==> config.mk <==
export PLATFORM = sky130hd
export DESIGN_NAME = dma_engine
export DESIGN_NICKNAME = d
export VERILOG_FILES = /design/src/rtl/dma_pkg.sv /design/src/rtl/dma_engine.sv
export SDC_FILE = /design/constraint.sdc
export NUM_CORES = 1
export LEC_CHECK = 0
export BUFFER_PORTS_ARGS = -buffer_cell sky130_fd_sc_hd__buf_2
export CORE_MARGIN = 2
export CORE_UTILIZATION = 55
export CTS_CLUSTER_DIAMETER = 200
export DETAILED_ROUTE_END_ITERATION = 6
export PLACE_DENSITY = 0.83
export REMOVE_ABC_BUFFERS = 1
export SYNTH_ARGS = -nofsm -noshare
export SYNTH_HDL_FRONTEND = slang
export SYNTH_SLANG_ARGS = --single-unit
==> constraint.sdc <==
create_clock -name clk_in -period 3.8 [get_ports clk_in]
set_input_delay 0.38 -clock clk_in [delete_from_list [all_inputs] [get_ports clk_in]]
set_output_delay 0.38 -clock clk_in [all_outputs]
set_load 0.01 [all_outputs]
==> src/rtl/dma_pkg.sv <==
// Shared types and constants for the sprite/OAM DMA engine.
package dma_pkg;

    typedef enum logic [2:0] {
        S_IDLE  = 3'd0,
        S_START = 3'd1,
        S_ALIGN = 3'd2,
        S_READ  = 3'd3,
        S_WRITE = 3'd4
    } dma_state_t;

    localparam logic [15:0] DEF_TRIG_ADDR = 16'h4014;
    localparam logic [15:0] DEF_DST_ADDR  = 16'h2004;
    localparam int          NES_OAM_LEN   = 256;

    // Source address inside the latched page; idx never exceeds 8'hFF so no carry out.
    function automatic logic [15:0] src_addr(input logic [7:0] page, input logic [7:0] idx);
        return {page, 8'h00} + {8'h00, idx};
    endfunction

endpackage

==> src/rtl/dma_engine.sv <==
// Page-to-register DMA: a CPU write to TRIG_ADDR copies XFER_LEN bytes from {page,00h}+idx to DST_ADDR.
// Define DMA_ODD_ALIGN_EN to insert an extra dummy cycle for transfers triggered on an odd-parity cycle.
module dma_engine
    import dma_pkg::*;
#(
    parameter logic [15:0] TRIG_ADDR = DEF_TRIG_ADDR,
    parameter logic [15:0] DST_ADDR  = DEF_DST_ADDR,
    parameter int          XFER_LEN  = NES_OAM_LEN,
    parameter int          CNT_W     = 9
) (
    input  logic             clk_in,
    input  logic             rst_in,
    input  logic [15:0]      cpumc_a_in,
    input  logic [7:0]       cpumc_din_in,
    input  logic [7:0]       cpumc_dout_in,
    input  logic             cpu_r_nw_in,
    input  logic             rdy_in,
    output logic             active_out,
    output logic [15:0]      cpumc_a_out,
    output logic [7:0]       cpumc_d_out,
    output logic             cpumc_r_nw_out,
    output logic [CNT_W-1:0] count_out,
    output logic             done_out
);

    localparam logic [7:0] LAST_IDX = 8'(XFER_LEN - 1);

    dma_state_t       r_state;
    logic             r_parity;
    logic [7:0]       r_page;
    logic [7:0]       r_idx;
    logic [7:0]       r_data;
    logic             r_active;
    logic [15:0]      r_a;
    logic             r_r_nw;
    logic [CNT_W-1:0] r_count;
    logic             r_done;
`ifdef DMA_ODD_ALIGN_EN
    logic             r_align;
`endif

    logic w_trigger;

    assign w_trigger = (r_state == S_IDLE) && (cpumc_a_in == TRIG_ADDR) && !cpu_r_nw_in;

    // Transfer FSM with its address/data/progress registers.
    always_ff @(posedge clk_in) begin
        if (rst_in) begin
            r_state  <= S_IDLE;
            r_parity <= 1'b0;
            r_page   <= 8'h00;
            r_idx    <= 8'h00;
            r_data   <= 8'h00;
            r_active <= 1'b0;
            r_a      <= 16'h0000;
            r_r_nw   <= 1'b1;
            r_count  <= '0;
            r_done   <= 1'b0;
`ifdef DMA_ODD_ALIGN_EN
            r_align  <= 1'b0;
`endif
        end else begin
            r_parity <= ~r_parity;
            r_done   <= 1'b0;
            case (r_state)
                S_IDLE: begin
                    if (w_trigger) begin
                        r_page   <= cpumc_din_in;
                        r_idx    <= 8'h00;
                        r_count  <= '0;
                        r_state  <= S_START;
                        r_active <= 1'b1;
                        r_a      <= DST_ADDR;
                        r_r_nw   <= 1'b1;
`ifdef DMA_ODD_ALIGN_EN
                        // Parity of the trigger cycle decides whether START is followed by ALIGN.
                        r_align  <= r_parity;
`endif
                    end
                end
                S_START: begin
`ifdef DMA_ODD_ALIGN_EN
                    if (r_align) begin
                        r_state <= S_ALIGN;
                    end else begin
                        r_state <= S_READ;
                        r_a     <= src_addr(r_page, r_idx);
                    end
`else
                    r_state <= S_READ;
                    r_a     <= src_addr(r_page, r_idx);
`endif
                end
                S_ALIGN: begin
                    if (rdy_in) begin
                        r_state <= S_READ;
                        r_a     <= src_addr(r_page, r_idx);
                    end
                end
                S_READ: begin
                    if (rdy_in) begin
                        r_data  <= cpumc_dout_in;
                        r_state <= S_WRITE;
                        r_a     <= DST_ADDR;
                        r_r_nw  <= 1'b0;
                    end
                end
                S_WRITE: begin
                    if (rdy_in) begin
                        r_count <= r_count + CNT_W'(1);
                        r_r_nw  <= 1'b1;
                        if (r_idx == LAST_IDX) begin
                            r_state  <= S_IDLE;
                            r_done   <= 1'b1;
                            r_active <= 1'b0;
                            r_a      <= 16'h0000;
                        end else begin
                            r_idx   <= r_idx + 8'd1;
                            r_state <= S_READ;
                            r_a     <= src_addr(r_page, r_idx + 8'd1);
                        end
                    end
                end
                default: begin
                    r_state  <= S_IDLE;
                    r_active <= 1'b0;
                    r_r_nw   <= 1'b1;
                end
            endcase
        end
    end

    assign active_out     = r_active;
    assign cpumc_a_out    = r_a;
    assign cpumc_d_out    = r_data;
    // A stalled write must not reach the bus in the same cycle rdy drops, so rdy gates r_nw directly.
    assign cpumc_r_nw_out = r_r_nw | ~rdy_in;
    assign count_out      = r_count;
    assign done_out       = r_done;

endmodule

# [Yosys cells after proc, flatten, opt, wreduce, memory -nomap -nowiden]
# Cells that the tools add are included.
# Widths: inputs -> output; s select.
[classes] n_reduce_logical=17 n_addsub=4 mux=27 bitwise=5 n_eq_ne=12
[op_table] op="$mux 16" n=5
[op_table] op="$pmux 16 s5" n=1
[op_table] op="$add 16x8->16" n=2
[op_table] op="$mux 8" n=3
[op_table] op="$mux 9" n=2
[op_table] op="$pmux 9 s2" n=1
[op_table] op="$eq 16x15->1 const B" n=1
[op_table] op="$pmux 8 s2" n=1
[op_table] op="$reduce_and 4->1" n=4
[op_table] op="$pmux 3 s5" n=1
[op_table] op="$mux 3" n=4
[op_table] op="$ne 2x2->1 const B" n=6
[op_table] op="$add 9x1->9 const B" n=1
[op_table] op="$add 8x1->8 const B" n=1
[op_table] op="$eq 8x8->1 const B" n=1
[op_table] op="$eq 3x2->1 const B" n=2
[op_table] op="$mux 1" n=6
[op_table] op="$reduce_or 3->1" n=2
[op_table] op="$reduce_and 5->1" n=1
[op_table] op="$reduce_bool 5->1" n=1
[op_table] op="$not 1->1" n=4
[op_table] op="$pmux 1 s4" n=1
[op_table] op="$reduce_and 2->1" n=2
[op_table] op="$eq 3x1->1 const B" n=1
[op_table] op="other kinds (10)" n=11
[totals] reg_bits=55 wordCells=74 input_bits=36

# [Logic depth before layout (Yosys ltp)]
[depth] ltp_word=5 ltp_mapped=7

# [Least setup slack after synthesis]
# OpenSTA, ideal clock, no wires.
[synth_path] path_type="input -> register" start="input cpumc_a_in[0]" end="register r_count[8] (netlist: count_out[8])" t_arrival_ps=1605 stages=6 setup_time_ps=131 required_time_ps=3669 path_slack_ps=2064 path_buffers=1 cell_sequence="nor4b_1 and4_1 nand2_1 buf_2 a221oi_1 o41ai_1"
[synth_between] elab_chain_cells=5
[synth_rtl] item="start, declared" line="dma_engine.sv:13" rtl="input logic [15:0] cpumc_a_in,"
[synth_rtl] item="$eq 16x15->1" line="dma_engine.sv:44" rtl="assign w_trigger = (r_state == S_IDLE) && (cpumc_a_in == TRIG_ADDR) && !cpu_r_nw_in;"
[synth_rtl] item="$logic_and 1x1->1 (2 in series)" line="dma_engine.sv:44"
[synth_rtl] item="$ne 2x2->1 (no line)"
[synth_rtl] item="$reduce_and 3->1 (no line)"
[synth_rtl] item="end signal, assigned" line="dma_engine.sv:110" rtl="r_count <= r_count + CNT_W'(1);"
[synth_rtl] item="end, declared" line="dma_engine.sv:36" rtl="logic [CNT_W-1:0] r_count;"
# No other way between the ends.
# A chain may end at the register's enable or synchronous reset.

# [Worst setup path in the final report]
[layout_path] start="register r_state[2]" end="register r_a[11] (netlist: cpumc_a_out[11])"
[layout_between] elab_chain_cells=5 elab_cells_between_ends=14 classes_between="eq/ne (8); mux (1); reduce/logical (5)"
[layout_rtl] item="start, declared" line="dma_engine.sv:28" rtl="dma_state_t r_state;"
[layout_rtl] item="start signal, assigned" line="dma_engine.sv:49" rtl="r_state <= S_IDLE;"
[layout_rtl] item="start signal, assigned" line="dma_engine.sv:71" rtl="r_state <= S_START;"
[layout_rtl] item="start signal, assigned" line="dma_engine.sv:90" rtl="r_state <= S_READ;"
[layout_rtl] item="$logic_not 3->1" line="dma_engine.sv:44, dma_engine.sv:65"
[layout_rtl] item="$logic_and 1x1->1 (2 in series)" line="dma_engine.sv:44"
[layout_rtl] item="$ne 2x2->1 (no line)"
[layout_rtl] item="$reduce_and 5->1 (no line)"
[layout_rtl] item="end signal, assigned" line="dma_engine.sv:91" rtl="r_a <= src_addr(r_page, r_idx);"
[layout_rtl] item="end signal, assigned" line="dma_engine.sv:97" rtl="r_a <= src_addr(r_page, r_idx);"
[layout_rtl] item="end signal, assigned" line="dma_engine.sv:120" rtl="r_a <= src_addr(r_page, r_idx + 8'd1);"
[layout_rtl] item="end, declared" line="dma_engine.sv:34" rtl="logic [15:0] r_a;"
# Several ways; a longest one is shown, not always the timed one.

==> results.md <==
Critical path:
- STA puts the critical path data arrival time at 2.64 ns.
- The number of cells on the worst reg-to-reg path is 5.
- For the worst setup path, the data required time is around 4 ns.
- STA classifies the critical path startpoint as a flop.
- The start-to-end type of the worst setup path is reg -> reg.
- The endpoint of the worst-slack reg-to-reg timing path is cpumc_a_out[11].
- For flop-to-flop paths, the worst setup slack is roughly 1.4 ns.
- The maximum fanout count along the critical path is 18.
- The launch instance of the worst register-to-register path is r_state[2].
- The worst setup path is captured at a flop.

Synth:
- The portion of synthesized area spent on multiplexers is 0.00377.
- A synthesized cell averages about 8 um2.
- The post-synthesis share of cell area spent on and, or, nand and nor gates is 0.271.
- The total of flip-flops plus latches after synthesis is 55.
- In this run, distinct cell masters in the synthesized netlist total 55.
- The post-synthesis cell count is around 330.
- The number of enable flip-flop cells after synthesis is 0.
- In the synthesized netlist the dominant register cell turns out to be sky130_fd_sc_hd__dfxtp_1.
- The fraction of registers with async set/reset is 0.
- The sequential fraction of the synthesis area is 0.414.
- The post-synthesis share of cell area spent on xor and xnor gates is 0.00989.
- During synthesis, Yosys emitted a total of 0 warnings.
- The fraction of the mapped netlist area in compound gates was 0.236.
- The synthesized netlist occupies a cell area of approximately 2700 um2.
- Of the total synthesized cell area, the portion taken by full adders, half adders and majority gates is 0.00942.
- The largest family of logic cells by synthesized area is simple AND/OR/NAND/NOR gates.

Clock tree:
- The H-tree was split into 2 levels.
- The root buffer cell chosen for the clock tree is sky130_fd_sc_hd__clkbuf_8.
- The post-CTS setup buffer count is 0.
- Hold repair after CTS inserted 0 buffers.
- The post-cts gate resize count is 0.
- The clock insertion delay at the later pin of the skew report is 0.31 ns.
- After clock tree synthesis, the clock-pin slew on the worst setup and hold paths is 0.10 ns.
- The clock passes through at most 2 buffers.
- The TritonCTS clock tree is built.
- The TritonCTS buffer count is 5.
- The clock sink total is 55.

Global routing:
- Entering global routing, the biggest net connects 45 pins.
- Across every metal layer, demand over resource in global routing totals 0.247.
- For this run the aggregate overflow at the end of global routing stands at 0.
- The wire length of the first global-routing pass is 10600 um.
- The initial antenna violation count came to 0.
- The number of global-route vias before repair is around 2300.

Detailed routing:
- The number of vias per cell after detailed routing is approximately 6.1.
- Across all layers, the routed design uses 2667 vias.
- The number of nets still failing antenna checks after routing is 0.
- The wire length the detailed router placed on met1 is 2920 um.
- The uppermost layer routed is met4.
- Detailed routing placed a total of approximately 500 um of wire on met3.
- The final layout contains routed wiring with a total length of between 6000 and 7000 um.
- Dividing the detail-routed wire length by the instance count gives about 15 um.
- In this run, the number of DRC markers left after iteration 0 of detailed routing was around 260.
- The residual DRC count is 0.
- The first detailed-routing pass took 5 iterations.
- The met2 routed wirelength is 2930 um.

STA:
- The post-route minimum period is between 2 and 2.5 ns.
- Setup repair after global routing left no endpoint under its margin.
- Dividing the final minimum period by the clock period gives 0.630.
- The final clock skew is approximately 0.010 ns.
- The total of endpoints with negative setup slack in the final report is 0.
- Headroom to the max-slew limit came out at 0.395.
- For the pin with the worst max-slew slack, the measured transition is between 0.9 and 1 ns.
- Summed over all failing endpoints, the final setup total negative slack is 0 ns.
- The final number of hold-violating endpoints came to 0.
- Static timing analysis puts the maximum clock frequency at between 400 and 500 MHz.
- The max-slew violation count is 0.

Min path:
- In this run the worst hold path is classified as in -> reg.
- The worst hold path begins at cpumc_dout_in[3].
- The instance count along the most critical hold path is 3.
- The worst hold path endpoint is cpumc_d_out[3].

Finish:
- The share of layout cells above drive strength 1 is 0.239.
- Once layout is complete, the utilization of the core stands at 0.649.
- The library cell used most frequently in the layout, excluding fill and tap cells, is sky130_fd_sc_hd__buf_2.
- The number of antenna diodes in the final layout is 0.
- In the layout the commonest cells are sky130_fd_sc_hd__buf_2 (71), sky130_fd_sc_hd__nand2_1 (63), sky130_fd_sc_hd__dfxtp_1 (55).
- The layout overhead on the synthesized area is 14.5%.
- The cell area after layout is just over 3000 um2.
- For this run, the post-layout net count is 422.
- The layout has 400 filler cells.
- The number of standard cells in the final layout excluding fillers is approximately 440.

Placement:
- The instance area after placement is about 3000 um2.
- Once detailed placement completed, the half-perimeter wirelength came to ~4400 um.
- Input and output buffers added on the ports amount to between 70 and 80.
- The final weighted congestion in routability-driven placement is 0.925.
- The number of placed instances with taps included is approximately 430.

Floorplanning:
- The total number of placement rows is 25.
- The number of primary I/O pins is 72.
- From bottom edge to top edge, the die measures roughly 74 um.
- The die width is 73.5 um.
- The initial utilization of the core area, before any placement, comes to 0.566.
- The die covers between 5000 and 6000 um2.
- The core region is 4690 um2.

Pwr:
- The maximum vdd drop is between 0.15 and 0.2 mV.
- The leakage power figure is roughly 1.2 nW.
- In this run the power density over the cells is about 310 nW/um2.

Outcome:
- The flow ran to the end, and the final reports show no timing, DRC or antenna violations.

Flow run:
- The total of max-cap violations is 0.
report_power, final:
part / total [mW] / leakage, nW / switching, mW / internal (mW)
clock: 0.326 / 0.0485 / 0.194 / 0.132
sequential: 0.576 / 0.443 / 0.0000498 / 0.576
combinational: 0.0352 / 0.693 / 0.0194 / 0.0158
total: 0.938 / 1.18 / 0.214 / 0.724
per-stage QoR:
| step | power [mW] | setup slack (ns) | hold WS [ns] |
|---|---|---|---|
| after global placement | 0.624 | 1.56 | 0.433 |
| after CTS | 0.947 | 1.46 | 0.287 |
| final | 0.938 | 1.41 | 0.294 |
| after detailed placement | 0.624 | 1.51 | 0.444 |
| after floorplan | 0.595 | 1.96 | 0.426 |
| after global routing | 0.973 | 1.19 | 0.295 |
final cells by class:
class                      count  area [um2]  share of cell area
multi-input combinational    247        1410               0.463
sequential                    55        1100               0.362
timing repair buffer          72         363               0.119
clock buffer                   5        68.8              0.0226
tap                           54        67.6              0.0222
clock inverter                 3        22.5             0.00740
inverter                       3        11.3             0.00370
routing by layer:
layer,up-vias,track usage
met2,126,0.401
met3,15,0.0480
li1,1300,-
met1,1226,0.332
met5,-,0
met4,0,0.0727
logic make-up (layout without fill, tap and decap cells):
kind of cell / after synthesis / after routing
AOI/OAI and AO/OA: 95 / 95
xor gates and xnor gates: 3 / 3
adders and majority gates: 2 / 2
buffers and inverters: 29 / 83
DFF: 55 / 55
muxes: 1 / 1
and+or+nand+nor: 146 / 146
Yosys cell counts (all sizes together), types with 2 or more instances:
| cell type | n | area, um2 |
|---|---|---|
| dfxtp | 55 | 1100 |
| nand3 | 17 | 85.1 |
| nor3b | 4 | 41.3 |
| nor2 | 21 | 78.8 |
| o22ai | 2 | 12.5 |
| and2 | 2 | 12.5 |
| clkbuf | 11 | 42.5 |
| nand4 | 4 | 25.0 |
| a211oi | 5 | 37.5 |
| o41ai | 3 | 26.3 |
| xor2 | 3 | 26.3 |
| o21ai | 19 | 95.1 |
| buf | 15 | 93.8 |
| nand2 | 63 | 236 |
| a221oi | 2 | 17.5 |
| ha | 2 | 25.0 |
| o21a | 2 | 15.0 |
| and3 | 3 | 18.8 |
| nor4b | 4 | 41.3 |
| a21o | 4 | 31.3 |
| nor3 | 14 | 70.1 |
| a31o | 2 | 17.5 |
| nor2b | 2 | 12.5 |
| and4 | 3 | 26.3 |
| a311oi | 7 | 61.3 |
| inv | 3 | 11.3 |
| a31oi | 6 | 58.8 |
| a21oi | 36 | 184 |
worst max-delay path, cell delays in order, from the launching register on:
cell                      delay [ns]
sky130_fd_sc_hd__dfxtp_1        0.70
sky130_fd_sc_hd__nor3b_4        0.43
sky130_fd_sc_hd__o21ai_0        0.31
sky130_fd_sc_hd__a21oi_1        0.63
sky130_fd_sc_hd__nand3_1        0.15
sky130_fd_sc_hd__o21ai_0        0.09
worst max-delay path by stage:
stage                        from              end  slack, ns  depth (start not counted)
finish                 r_state[2]  cpumc_a_out[11]       1.41                          5
global route           r_state[2]         r_idx[3]       1.19                          4
CTS                    r_state[2]   cpumc_a_out[8]       1.46                          5
detailed placement     r_state[2]  cpumc_a_out[11]       1.51                          5
global placement       r_state[2]         r_idx[1]       1.56                          4
floorplan           cpumc_a_in[0]     count_out[2]       1.96                          5
state kept, by name (all words and copies together) (netlist names):
name,cells
active_out,1
count_out,9
cpumc_a_out,16
cpumc_d_out,8
done_out,1
r_idx,8
r_page,8
r_r_nw,1
r_state,3
Note: power is estimated with default switching activity, not from simulation.
